--- config.mk ---
export PLATFORM = sky130hd
export DESIGN_NAME = hawk_wr_arbiter
export DESIGN_NICKNAME = d
export VERILOG_FILES = /design/src/rtl/hacd_pkg.sv /design/src/rtl/hawk_wr_gnt_fifo.sv /design/src/rtl/hawk_wr_arbiter.sv
export SDC_FILE = /design/constraint.sdc
export NUM_CORES = 1
export LEC_CHECK = 0
export BUFFER_PORTS_ARGS = -buffer_cell sky130_fd_sc_hd__buf_2
export CELL_PAD_IN_SITES_DETAIL_PLACEMENT = 0
export CELL_PAD_IN_SITES_GLOBAL_PLACEMENT = 1
export CORE_AREA = 2 2 768 770
export DETAILED_ROUTE_END_ITERATION = 16
export DIE_AREA = 0 0 770 772
export GPL_TIMING_DRIVEN = 0
export PLACE_DENSITY = 0.3
export REMOVE_ABC_BUFFERS = 1
export SLEW_MARGIN = 20
export SYNTH_ARGS = -nofsm -noshare
export SYNTH_HDL_FRONTEND = slang
export SYNTH_SLANG_ARGS = --single-unit
--- constraint.sdc ---
create_clock -name clk_i -period 3.8 [get_ports clk_i]
set_clock_uncertainty 0.1 [all_clocks]
set_input_delay 0.38 -clock clk_i [delete_from_list [all_inputs] [get_ports clk_i]]
set_output_delay 0.38 -clock clk_i [all_outputs]
set_load 0.005 [all_outputs]
--- src/rtl/hacd_pkg.sv ---
// Shared Hawk types, sizing constants and helpers.
package hacd_pkg;

   localparam int unsigned HAWK_NUM_WR_CLIENTS     = 2;
   localparam int unsigned HAWK_WR_MAX_OUTSTANDING = 4;

   typedef enum logic {
      ARB   = 1'b0,
      GRANT = 1'b1
   } hawk_wr_arb_state_t;

   // Ceiling log2, never less than 1 so it can size a vector directly.
   function automatic int unsigned clogb2(input int unsigned value);
      int unsigned res;
      res = 0;
      for (int unsigned i = 0; i < 32; i++) begin
         if ((64'd1 << i) < 64'(value)) res = i + 1;
      end
      if (res == 0) res = 1;
      return res;
   endfunction

endpackage

--- src/rtl/hawk_wr_gnt_fifo.sv ---
// Small synchronous FIFO of grant indices, one entry per AW awaiting its B.
module hawk_wr_gnt_fifo
   import hacd_pkg::*;
#(
   parameter int unsigned DEPTH = HAWK_WR_MAX_OUTSTANDING,
   parameter int unsigned WIDTH = 1
) (
   input  logic             clk_i,
   input  logic             rst_ni,
   input  logic             push_i,
   input  logic [WIDTH-1:0] din_i,
   input  logic             pop_i,
   output logic             full_o,
   output logic             empty_o,
   output logic [WIDTH-1:0] head_o
);

   localparam int unsigned PTR_W = clogb2(DEPTH);
   localparam int unsigned CNT_W = PTR_W + 1;

   logic [WIDTH-1:0] mem_q [DEPTH];
   logic [PTR_W-1:0] wr_q;
   logic [PTR_W-1:0] rd_q;
   logic [CNT_W-1:0] cnt_q;
   logic             do_push;
   logic             do_pop;

   assign full_o  = (cnt_q == CNT_W'(DEPTH));
   assign empty_o = (cnt_q == '0);
   assign head_o  = mem_q[rd_q];
   assign do_push = push_i & ~full_o;
   assign do_pop  = pop_i & ~empty_o;

   // Pointer and occupancy bookkeeping; simultaneous push/pop leaves count unchanged.
   always_ff @(posedge clk_i) begin
      if (!rst_ni) begin
         wr_q  <= '0;
         rd_q  <= '0;
         cnt_q <= '0;
      end else begin
         if (do_push) wr_q <= (wr_q == PTR_W'(DEPTH - 1)) ? '0 : wr_q + PTR_W'(1);
         if (do_pop)  rd_q <= (rd_q == PTR_W'(DEPTH - 1)) ? '0 : rd_q + PTR_W'(1);
         case ({do_push, do_pop})
            2'b10:   cnt_q <= cnt_q + CNT_W'(1);
            2'b01:   cnt_q <= cnt_q - CNT_W'(1);
            default: cnt_q <= cnt_q;
         endcase
      end
   end

   // Storage needs no reset; occupancy alone decides what is valid.
   always_ff @(posedge clk_i) begin
      if (do_push) mem_q[wr_q] <= din_i;
   end

endmodule

--- src/rtl/hawk_wr_arbiter.sv ---
// Round-robin arbiter sharing one single-beat AXI4 write master among NUM_REQ clients.
module hawk_wr_arbiter
   import hacd_pkg::*;
#(
   parameter int unsigned NUM_REQ         = HAWK_NUM_WR_CLIENTS,
   parameter int unsigned ADDR_W          = 64,
   parameter int unsigned DATA_W          = 512,
   parameter int unsigned MAX_OUTSTANDING = HAWK_WR_MAX_OUTSTANDING
) (
   input  logic                              clk_i,
   input  logic                              rst_ni,
   input  logic [NUM_REQ-1:0]                req_i,
   output logic [NUM_REQ-1:0]                gnt_o,
   input  logic [NUM_REQ-1:0]                c_awvalid_i,
   input  logic [NUM_REQ*ADDR_W-1:0]         c_awaddr_i,
   output logic [NUM_REQ-1:0]                c_awready_o,
   input  logic [NUM_REQ-1:0]                c_wvalid_i,
   input  logic [NUM_REQ*DATA_W-1:0]         c_wdata_i,
   input  logic [NUM_REQ*(DATA_W/8)-1:0]     c_wstrb_i,
   output logic [NUM_REQ-1:0]                c_wready_o,
   output logic [NUM_REQ-1:0]                c_bvalid_o,
   output logic [1:0]                        c_bresp_o,
   output logic                              m_awvalid_o,
   output logic [ADDR_W-1:0]                 m_awaddr_o,
   input  logic                              m_awready_i,
   output logic                              m_wvalid_o,
   output logic [DATA_W-1:0]                 m_wdata_o,
   output logic [DATA_W/8-1:0]               m_wstrb_o,
   input  logic                              m_wready_i,
   input  logic                              m_bvalid_i,
   input  logic [1:0]                        m_bresp_i,
   output logic                              m_bready_o,
   output logic                              busy_o,
   output logic                              err_o
);

   localparam int unsigned IDX_W  = clogb2(NUM_REQ);
   localparam int unsigned STRB_W = DATA_W / 8;

   hawk_wr_arb_state_t state_q, state_d;
   logic [NUM_REQ-1:0] gnt_q, gnt_d;
   logic [IDX_W-1:0]   gidx_q, gidx_d;
   logic [IDX_W-1:0]   rr_q, rr_d;
   logic               aw_done_q, aw_done_d;
   logic               w_done_q, w_done_d;
   logic               err_q, err_d;

   logic               aw_hs;
   logic               w_hs;
   logic               found;
   logic [IDX_W-1:0]   pick;
   int unsigned        cand;

   logic               fifo_full;
   logic               fifo_empty;
   logic [IDX_W-1:0]   fifo_head;

   // Outstanding-write order, so each B goes back to the client that issued the AW.
   hawk_wr_gnt_fifo #(
      .DEPTH (MAX_OUTSTANDING),
      .WIDTH (IDX_W)
   ) u_gnt_fifo (
      .clk_i   (clk_i),
      .rst_ni  (rst_ni),
      .push_i  (aw_hs),
      .din_i   (gidx_q),
      .pop_i   (m_bvalid_i & ~fifo_empty),
      .full_o  (fifo_full),
      .empty_o (fifo_empty),
      .head_o  (fifo_head)
   );

   // Payload always follows the granted client; valids gate its meaning.
   assign m_awaddr_o = c_awaddr_i[gidx_q*ADDR_W +: ADDR_W];
   assign m_wdata_o  = c_wdata_i[gidx_q*DATA_W +: DATA_W];
   assign m_wstrb_o  = c_wstrb_i[gidx_q*STRB_W +: STRB_W];

   // A B with nothing outstanding is never accepted, only flagged.
   assign m_bready_o = ~fifo_empty;
   assign c_bvalid_o = (m_bvalid_i & ~fifo_empty) ? (NUM_REQ'(1) << fifo_head) : '0;
   assign c_bresp_o  = m_bresp_i;

   assign gnt_o  = gnt_q;
   assign err_o  = err_q;
   assign busy_o = (state_q == GRANT) | ~fifo_empty;

   // Next-state, grant selection and AW/W channel steering.
   always_comb begin
      state_d     = state_q;
      gnt_d       = gnt_q;
      gidx_d      = gidx_q;
      rr_d        = rr_q;
      aw_done_d   = aw_done_q;
      w_done_d    = w_done_q;
      err_d       = err_q | (m_bvalid_i & fifo_empty);
      m_awvalid_o = 1'b0;
      m_wvalid_o  = 1'b0;
      c_awready_o = '0;
      c_wready_o  = '0;
      aw_hs       = 1'b0;
      w_hs        = 1'b0;
      found       = 1'b0;
      pick        = '0;
      cand        = 0;

      case (state_q)
         ARB: begin
            for (int unsigned i = 0; i < NUM_REQ; i++) begin
               cand = 32'(rr_q) + i;
               if (cand >= NUM_REQ) cand = cand - NUM_REQ;
               if (!found && req_i[cand]) begin
                  found = 1'b1;
                  pick  = IDX_W'(cand);
               end
            end
            if (found && !fifo_full) begin
               state_d = GRANT;
               gnt_d   = NUM_REQ'(1) << pick;
               gidx_d  = pick;
            end
         end

         GRANT: begin
            m_awvalid_o         = c_awvalid_i[gidx_q] & ~aw_done_q;
            m_wvalid_o          = c_wvalid_i[gidx_q] & ~w_done_q;
            c_awready_o[gidx_q] = m_awready_i & ~aw_done_q;
            c_wready_o[gidx_q]  = m_wready_i & ~w_done_q;
            aw_hs               = c_awvalid_i[gidx_q] & ~aw_done_q & m_awready_i;
            w_hs                = c_wvalid_i[gidx_q] & ~w_done_q & m_wready_i;
            aw_done_d           = aw_done_q | aw_hs;
            w_done_d            = w_done_q | w_hs;
            if (aw_done_d && w_done_d) begin
               state_d   = ARB;
               gnt_d     = '0;
               aw_done_d = 1'b0;
               w_done_d  = 1'b0;
               rr_d      = (gidx_q == IDX_W'(NUM_REQ - 1)) ? '0 : gidx_q + IDX_W'(1);
            end
         end

         default: state_d = ARB;
      endcase
   end

   // State and sticky-flag registers.
   always_ff @(posedge clk_i) begin
      if (!rst_ni) begin
         state_q   <= ARB;
         gnt_q     <= '0;
         gidx_q    <= '0;
         rr_q      <= '0;
         aw_done_q <= 1'b0;
         w_done_q  <= 1'b0;
         err_q     <= 1'b0;
      end else begin
         state_q   <= state_d;
         gnt_q     <= gnt_d;
         gidx_q    <= gidx_d;
         rr_q      <= rr_d;
         aw_done_q <= aw_done_d;
         w_done_q  <= w_done_d;
         err_q     <= err_d;
      end
   end

endmodule
==> metrics.md, run 1 <==
| Metric | Value |
|---|---|
| Status | did not finish |
| Failed at | global placement (3_3_place_gp) |
| Error msg | [ERROR GPL-0305] RePlAce diverged during gradient descent calculation, resulting in an invalid step length (Inf or NaN). This is often caused by numerical instability ... |
| Initial core utilization | 1.476% |
| Average size of a mapped cell | 10.48 sq um |
| Die width | 770 um |
| Mapped Area | 0.008666 sq mm |
| Std-Cell Rows | 282 |
| Cell taking the most area after synthesis | mux2_2 |
| Cell count after synthesis | 827 |
| Io pins | 1948 |
| Yosys top cell area share | 83.29% |
| Area contributors post-synth | mux2_2, dfxtp_1, buf_2 |
| IO buf count | 1943 |
| Count of different cell masters after synthesis | 38 |
| Synthesis warning total | 0 |
| Async SR Flop Fraction | 0% |
| Yosys reg bits | 21 |
| Top FF cell, synth | dfxtp_1 |
| Register area share after synthesis | 5.313% |
| Die height | 772 um |
| Post-synth EDFFs | 4 |
synth_stat cells (2+ instances only):
| master | number |
|---|---|
| buf_4 | 3 |
| nor3b_1 | 2 |
| a21boi_0 | 4 |
| dfxtp_1 | 17 |
| and2_1 | 7 |
| a31oi_1 | 2 |
| o21ai_0 | 5 |
| buf_2 | 64 |
| nor2_1 | 8 |
| or3_1 | 2 |
| mux2_2 | 641 |
| nor2b_1 | 4 |
| nand2_1 | 8 |
| edfxtp_1 | 4 |
| nor3_1 | 2 |
| o211a_1 | 2 |
| nand3_1 | 5 |
| inv_1 | 11 |
| clkbuf_1 | 9 |
| nor3b_2 | 2 |
| mux2i_1 | 3 |
| ha_1 | 6 |
cell families after synthesis:
group / Yosys count / share of synthesized area, %
and+or+nand+nor: 47 / 3.234
adders and majority gates: 7 / 1.097
muxes: 645 / 83.90
AOI/OAI and AO/OA: 18 / 1.429
DFF: 21 / 5.313
xor gates and xnor gates: 2 / 0.2022
buffers and inverters: 87 / 4.822
==> run 2: changes to the inputs <==
--- a/config.mk
+++ b/config.mk
@@ -6,13 +6,11 @@
 export NUM_CORES = 1
 export LEC_CHECK = 0
 export BUFFER_PORTS_ARGS = -buffer_cell sky130_fd_sc_hd__buf_2
-export CELL_PAD_IN_SITES_DETAIL_PLACEMENT = 0
-export CELL_PAD_IN_SITES_GLOBAL_PLACEMENT = 1
-export CORE_AREA = 2 2 768 770
+export CORE_AREA = 2 2 758 760
 export DETAILED_ROUTE_END_ITERATION = 16
-export DIE_AREA = 0 0 770 772
+export DIE_AREA = 0 0 760 762
 export GPL_TIMING_DRIVEN = 0
-export PLACE_DENSITY = 0.3
+export PLACE_DENSITY_LB_ADDON = 0.15
 export REMOVE_ABC_BUFFERS = 1
 export SLEW_MARGIN = 20
 export SYNTH_ARGS = -nofsm -noshare
==> run 2 against run 1 <==
The flow now finishes without violations. Synthesized cell count stayed put. Area after synthesis unchanged.
==> metrics.md, run 2 <==
| Metric | Value |
|---|---|
| Status | finished, final reports clean |
| Max Slew Vio Count | 0 |
| Final WS setup | 0.1250 ns |
| Post-synth EDFFs | 4 (unchanged) |
| Most common cell after layout, fill and taps aside | buf_2 |
| H-tree depth | 1 |
| Yosys reg bits | 21 (unchanged) |
| CTS tree | done |
| Dpl cells | 10270 |
| Hold Crit Depth | 3 |
| Leak | 10.65 nW |
| FF-to-FF path depth | 8 |
| Setup bufs post-CTS | 2 |
| Yosys top cell area share | 83.29% (unchanged) |
| DRT Wirelength | 370400 um |
| Mapped Area | 0.008666 sq mm (unchanged) |
| Worst path cell trace | buf_16, buf_16, buf_16, buf_16, buf_16, buf_16, mux2_2, buf_2 |
| Async SR Flop Fraction | 0% (unchanged) |
| WP data arrival | 3.20 ns |
| Cell count after synthesis | 827 (unchanged) |
| Maximum vdd drop | 0.0001686 V |
| Core Area | 0.5711 sq mm |
| Area Growth Syn to Fin | 227.1% |
| Commonest non-fill, non-tap cells in the layout | buf_2, mux2_2, dfxtp_1 |
| Initial drt markers | 478 |
| Drt drc | 0 |
| Post-route insts no fill | 10410 |
| CTS Buf Count | 3 |
| WP buf/inv | 7 |
| Die width | 760 um (-1.3%) |
| Largest net degree at the start of global routing | 55 |
| Worst Tran Pin Value | 0.9161 ns |
| Register area share after synthesis | 5.313% (unchanged) |
| CP max-delay cell | mux2_2 |
| Cell taking the most area after synthesis | mux2_2 |
| Finished Cell Area | 0.02834 sq mm |
| Flop-to-flop setup slack | 0.66 ns |
| Filler cells | 68310 |
| Clock buffer depth | 2 |
| Std-Cell Rows | 278 (-1.4%) |
| Area after DPL | 0.02791 sq mm |
| Endpoints failing hold | 0 |
| Top-count cell post-synth | mux2_2 |
| Die height | 762 um (-1.3%) |
| Biggest regs | u_gnt_fifo.mem_q x4, u_gnt_fifo.cnt_q x3 |
| Share of cells above drive strength 1 | 96.24% |
| Final setup viols | 0 |
| Max Cap Violations | 0 |
| CTS Sinks | 21 |
| Crit-path max FO | 49 |
| Clock slew at reported path FFs | 0.07 ns |
| Synthesis warning total | 0 (unchanged) |
| Skew-Pair Late Insertion Delay | 0.27 ns |
| Top FF cell, synth | dfxtp_1 |
| Drt pass-1 iters | 4 |
| Vias | 17320 |
| Initial core utilization | 1.517% (+0.041 points) |
| Top reg by flops | u_gnt_fifo.mem_q |
| Unrepaired setup endpoints after global routing | no |
| Antenna Nets Post-Route | 0 |
| Nets | 4017 |
| Hpwl dp | 361800 um |
| Register area | 464.2 sq um |
| Final hold slack | 0.3393 ns |
| Initial antenna violation count | 408 |
| Average size of a mapped cell | 10.48 sq um (unchanged) |
| Area of the multi-input gates | 0.007800 sq mm |
| Final min period | 3.675 ns |
| CP delay by family, top | buffers and inverters |
| Grt ovf | 0 |
| IO buf count | 1943 (unchanged) |
| WL/cell | 35.59 um |
| GRT Total Usage | 12.25% |
| Critical path class | flip-flop to primary output |
| Io pins | 1948 (unchanged) |
| Critical R2R Launch | gidx_q$_SDFFE_PN0P_ |
| CTS root buffer | clkbuf_16 |
| Top cell by count, worst path | buf_16 |
| CP peak stage delay | 0.40 ns |
| Count of different cell masters after synthesis | 38 (unchanged) |
| Max FFs per register | 4 |
| Achievable Freq | 272.1 MHz |
| Crit end category | primary output |
| WHS Endpoint | err_o$_SDFF_PN0_ |
| Pwr Density | 168.3 mW/mm^2 |
| Synth cell count leaders | mux2_2, buf_2, dfxtp_1 |
| Cts hold-fix bufs | 0 |
| Place WS | 0.2142 ns |
| Vias/cell | 1.664 |
| HP Start | m_bvalid_i |
| Relative slew slack | 39.35% |
| FF-to-FF End | rr_q$_SDFFE_PN0P_ |
| CP startpoint kind | flip-flop |
| Number of global-route vias before repair | 17270 |
| First-pass GRT wire length | 407800 um |
| Die ar. | 0.5791 sq mm |
| Area contributors post-synth | mux2_2, dfxtp_1, buf_2 |
| Hold WC Path Type | input port to flip-flop |
| Critical path required time | 3.32 ns |
| Routability congestion estimate from global placement | 0.9806 |
| Post-CTS sizing | 0 |
| Post-route clock period utilization | 96.71% |
==> run 2: routing by layer <==
layer | vias up | global-route usage, % | routed length [um]
met2 | 1942 | 18.67 | 154000
met4 | 88 | 3.852 | 17160
li1 | 7039 | - | -
met3 | 689 | 11.24 | 76990
met5 | - | 0 | 605
met1 | 7565 | 11.86 | 121600
==> run 2: final cells by class <==
cell class	instances	area share, %
multi-input cells	719	27.52
well taps	7560	33.37
diodes	132	1.165
inverters	11	0.1457
repair buffers	1961	35.86
clock inverters	1	0.02649
clock buffers	3	0.2649
flip-flops and latches	21	1.638
==> run 2: per-stage QoR <==
step	util, %	total power, mW	TNS (ns)
finish	4.962	4.770	0
global route	4.931	5.230	0
CTS	4.905	5.027	0
detailed placement	4.887	4.758	0
global placement	4.810	5.545	-
floorplan	-	1.716	-8645.64
==> run 2: worst reg2reg max path: stages (launching register included) <==
cell and delay (ns):
dfxtp_4 0.37, buf_4 0.14, buf_16 0.22, buf_16 0.31, buf_12 0.34, mux2i_4 0.71
o21ai_0 0.36, and2_1 0.29, o211a_1 0.21
==> run 2: report_power, final <==
| group | total [mW] | switching, mW | leakage, nW | internal, mW |
|---|---|---|---|---|
| logic | 4.26 | 2.77 | 10.4 | 1.49 |
| clock network | 0.244 | 0.100 | 0.0380 | 0.143 |
| registers | 0.265 | 0.0195 | 0.177 | 0.245 |
==> run 2: cells by family after synthesis <==
logic type,synth area share [%]
fa+ha+maj,1.097
flops,5.313
compound gates,1.429
buf+inv,4.822
mux,83.90
xor+xnor,0.2022
simple gates,3.234
==> run 2: worst max path at each step <==
stage	slack, ns	start	cells after the start	to
2_1_floorplan	-14.16	gidx_q$_SDFFE_PN0P_	9	u_gnt_fifo.cnt_q[2]$_SDFFE_PN0P_
3_3_place_gp	-37.03	gidx_q$_SDFFE_PN0P_	4	rr_q$_SDFFE_PN0P_
3_5_place_dp	0.21	gidx_q$_SDFFE_PN0P_	8	m_wdata_o[285]
4_1_cts	0.16	gidx_q$_SDFFE_PN0P_	8	m_wdata_o[285]
5_1_grt	0.04	gidx_q$_SDFFE_PN0P_	8	m_wstrb_o[47]
6_report	0.12	gidx_q$_SDFFE_PN0P_	8	m_wstrb_o[35]
No activity file was read; power rests on OpenSTA's default activity.
==> run 3: changes to the inputs <==
==> constraint.sdc (replaced) <==
create_clock -name clk_i -period 3.8 [get_ports clk_i]
set_clock_uncertainty 0.1 [all_clocks]
set_input_delay 0.19 -clock clk_i [delete_from_list [all_inputs] [get_ports clk_i]]
set_output_delay 0.19 -clock clk_i [all_outputs]
set_load 0.005 [all_outputs]
==> run 3 against run 2 <==
Global-route usage about the same. Setup slack better by 0.16 ns. Worst hold slack worse by 0.19 ns. Critical path depth unchanged. Wire length hardly changed. Largest cell class unchanged.
==> metrics.md, run 3 (synthesis results as in run 2) <==
| Metric | Value |
|---|---|
| Net load switching power | 2.882 mW (-0.23%) |
| Top reg by flops | u_gnt_fifo.mem_q |
| CTS root buffer | clkbuf_16 |
| Max Slew Vio Count | 0 (unchanged) |
| Routability congestion estimate from global placement | 0.9806 (unchanged) |
| Pwr Density | 168.9 mW/mm^2 (+0.38%) |
| Place WS | 0.4042 ns (+0.1900 ns) |
| Post-CTS sizing | 0 (unchanged) |
| Skew-Pair Late Insertion Delay | 0.27 ns (about the same) |
| Die ar. | 0.5791 sq mm (unchanged) |
| Initial drt markers | 474 (-0.84%) |
| Initial antenna violation count | 410 (+0.49%) |
| Endpoints failing hold | 0 (unchanged) |
| CTS Buf Count | 3 (unchanged) |
| Crit-path max FO | 49 (unchanged) |
| Final WS setup | 0.2882 ns (+0.1632 ns) |
| Worst Tran Pin Value | 0.9179 ns (+0.001799 ns) |
| Clock buffer depth | 2 (unchanged) |
| WP data arrival | 3.22 ns (+0.02 ns) |
| GRT Total Usage | 12.25% (about the same) |
| Io pins | 1948 (unchanged) |
| Maximum vdd drop | 0.0001677 V (-0.55%) |
| WL/cell | 35.79 um (+0.55%) |
| Status | finished, final reports clean |
| Drt drc | 0 (unchanged) |
| Clock slew at reported path FFs | 0.07 ns (about the same) |
| CP startpoint kind | flip-flop |
| Die height | 762 um (unchanged) |
| Vias/cell | 1.677 (+0.78%) |
| Die width | 760 um (unchanged) |
| Hold WC Path Type | input port to flip-flop |
| Final min period | 3.512 ns (-0.1632 ns) |
| Drt pass-1 iters | 5 (+1) |
| Clock share of power | 5.1% (about the same) |
| Number of global-route vias before repair | 17250 (-0.16%) |
| Commonest non-fill, non-tap cells in the layout | buf_2, mux2_2, dfxtp_1 |
| Share of cells above drive strength 1 | 96.24% (unchanged) |
| Core Area | 0.5711 sq mm (unchanged) |
| Vias | 17360 (+0.21%) |
| Critical path required time | 3.51 ns (+0.19 ns) |
| Most common cell after layout, fill and taps aside | buf_2 |
| First-pass GRT wire length | 407800 um (about the same) |
| Grt ovf | 0 (unchanged) |
| Cts hold-fix bufs | 0 (unchanged) |
| CTS Sinks | 21 (unchanged) |
| Gate power share | 89.3% (about the same) |
| Std-Cell Rows | 278 (unchanged) |
| Max Cap Violations | 0 (unchanged) |
| Antenna Nets Post-Route | 0 (unchanged) |
| Total power | 4.763 mW (-0.14%) |
| Final setup viols | 0 (unchanged) |
| Largest net degree at the start of global routing | 55 (unchanged) |
| Post-route insts no fill | 10350 (-0.57%) |
| Post-route clock period utilization | 92.42% (-4.3 points) |
| Crit end category | primary output |
| Max FFs per register | 4 (unchanged) |
| Biggest regs | u_gnt_fifo.mem_q x4, u_gnt_fifo.cnt_q x3 |
| Unrepaired setup endpoints after global routing | no |
| Seq pwr share | 5.6% (about the same) |
| H-tree depth | 1 (unchanged) |
| Setup bufs post-CTS | 0 (-2) |
| Critical path class | flip-flop to primary output |
| Leak | 10.65 nW (about the same) |
| P_int | 1.882 mW (about the same) |
| Filler cells | 68280 (-0.045%) |
| IO buf count | 1943 (unchanged) |
| Relative slew slack | 39.23% (-0.12 points) |
| Nets | 4017 (unchanged) |
| Achievable Freq | 284.8 MHz (+4.6%) |
| Initial core utilization | 1.517% (unchanged) |
| CTS tree | done |
| DRT Wirelength | 370400 um (about the same) |
| Sw Share | 60.49% (about the same) |
| Area Growth Syn to Fin | 225.4% |
| Dpl cells | 10270 (unchanged) |
| Hpwl dp | 361800 um (unchanged) |
==> run 3: cell types whose count changed in the layout (fill, tap and decap cells not counted) <==
cell / change
diode_2: -59
==> run 3: per-stage QoR <==
| stage | setup TNS (ns) | instance area [sq um] | hold slack, ns | utilization (%) |
|---|---|---|---|---|
| final | 0 | 28190 | 0.1486 | 4.937 |
| after global routing | 0 | 28170 | 0.1785 | 4.933 |
| after CTS | 0 | 28000 | 0.1601 | 4.902 |
| after detailed placement | 0 | 27910 | 0.2800 | 4.887 |
| after global placement | - | 27470 | 0.2800 | 4.810 |
| after floorplan | -8522.90 | 8289 | 0.2117 | - |
==> run 3: cell type report <==
type	count	area [sq um]	share of cell area, %
timing repair buffer	1961	10160	36.05
multi-input combinational	719	7800	27.66
antenna	73	182.7	0.6479
clock buffer	3	75.07	0.2663
clock inverter	1	7.507	0.02663
tap	7560	9459	33.55
sequential	21	464.2	1.646
inverter	11	41.29	0.1464
==> run 3: critical path, stage by stage, from the launching register on <==
cell     delay, ns
dfxtp_4       0.39
buf_16        0.22
buf_16        0.26
buf_16        0.30
buf_16        0.29
buf_16        0.27
buf_16        0.25
mux2_2        0.40
buf_2         0.21
==> run 3: power groups by stage <==
| stage | sequential [mW] | clock [mW] | combinational [mW] |
|---|---|---|---|
| after global placement | 0.479 | 0 | 5.07 |
| after CTS | 0.271 | 0.252 | 4.50 |
| final | 0.265 | 0.243 | 4.26 |
| after global routing | 0.271 | 0.262 | 4.70 |
| after floorplan | 0.383 | 0 | 1.33 |
| after detailed placement | 0.276 | 0 | 4.48 |
==> run 3: worst paths after layout <==
check	from	end	slack, ns	depth (start not counted)
setup reg to reg	gidx_q$_SDFFE_PN0P_	rr_q$_SDFFE_PN0P_	0.65	8
hold reg to reg	gnt_o[0]$_SDFFE_PN0P_	gnt_o[0]$_SDFFE_PN0P_	0.38	2
hold / removal	m_bvalid_i	err_o$_SDFF_PN0_	0.15	3
setup / recovery	gidx_q$_SDFFE_PN0P_	m_wstrb_o[35]	0.29	8
==> run 3: metal layers <==
metal	global-route usage, %	part of all wire [%]	vias up
li1	-	-	6982
met1	11.86	33	7551
met2	18.67	42	2005
met3	11.25	21	731
met4	3.839	4.4	90
met5	0	0.17	-
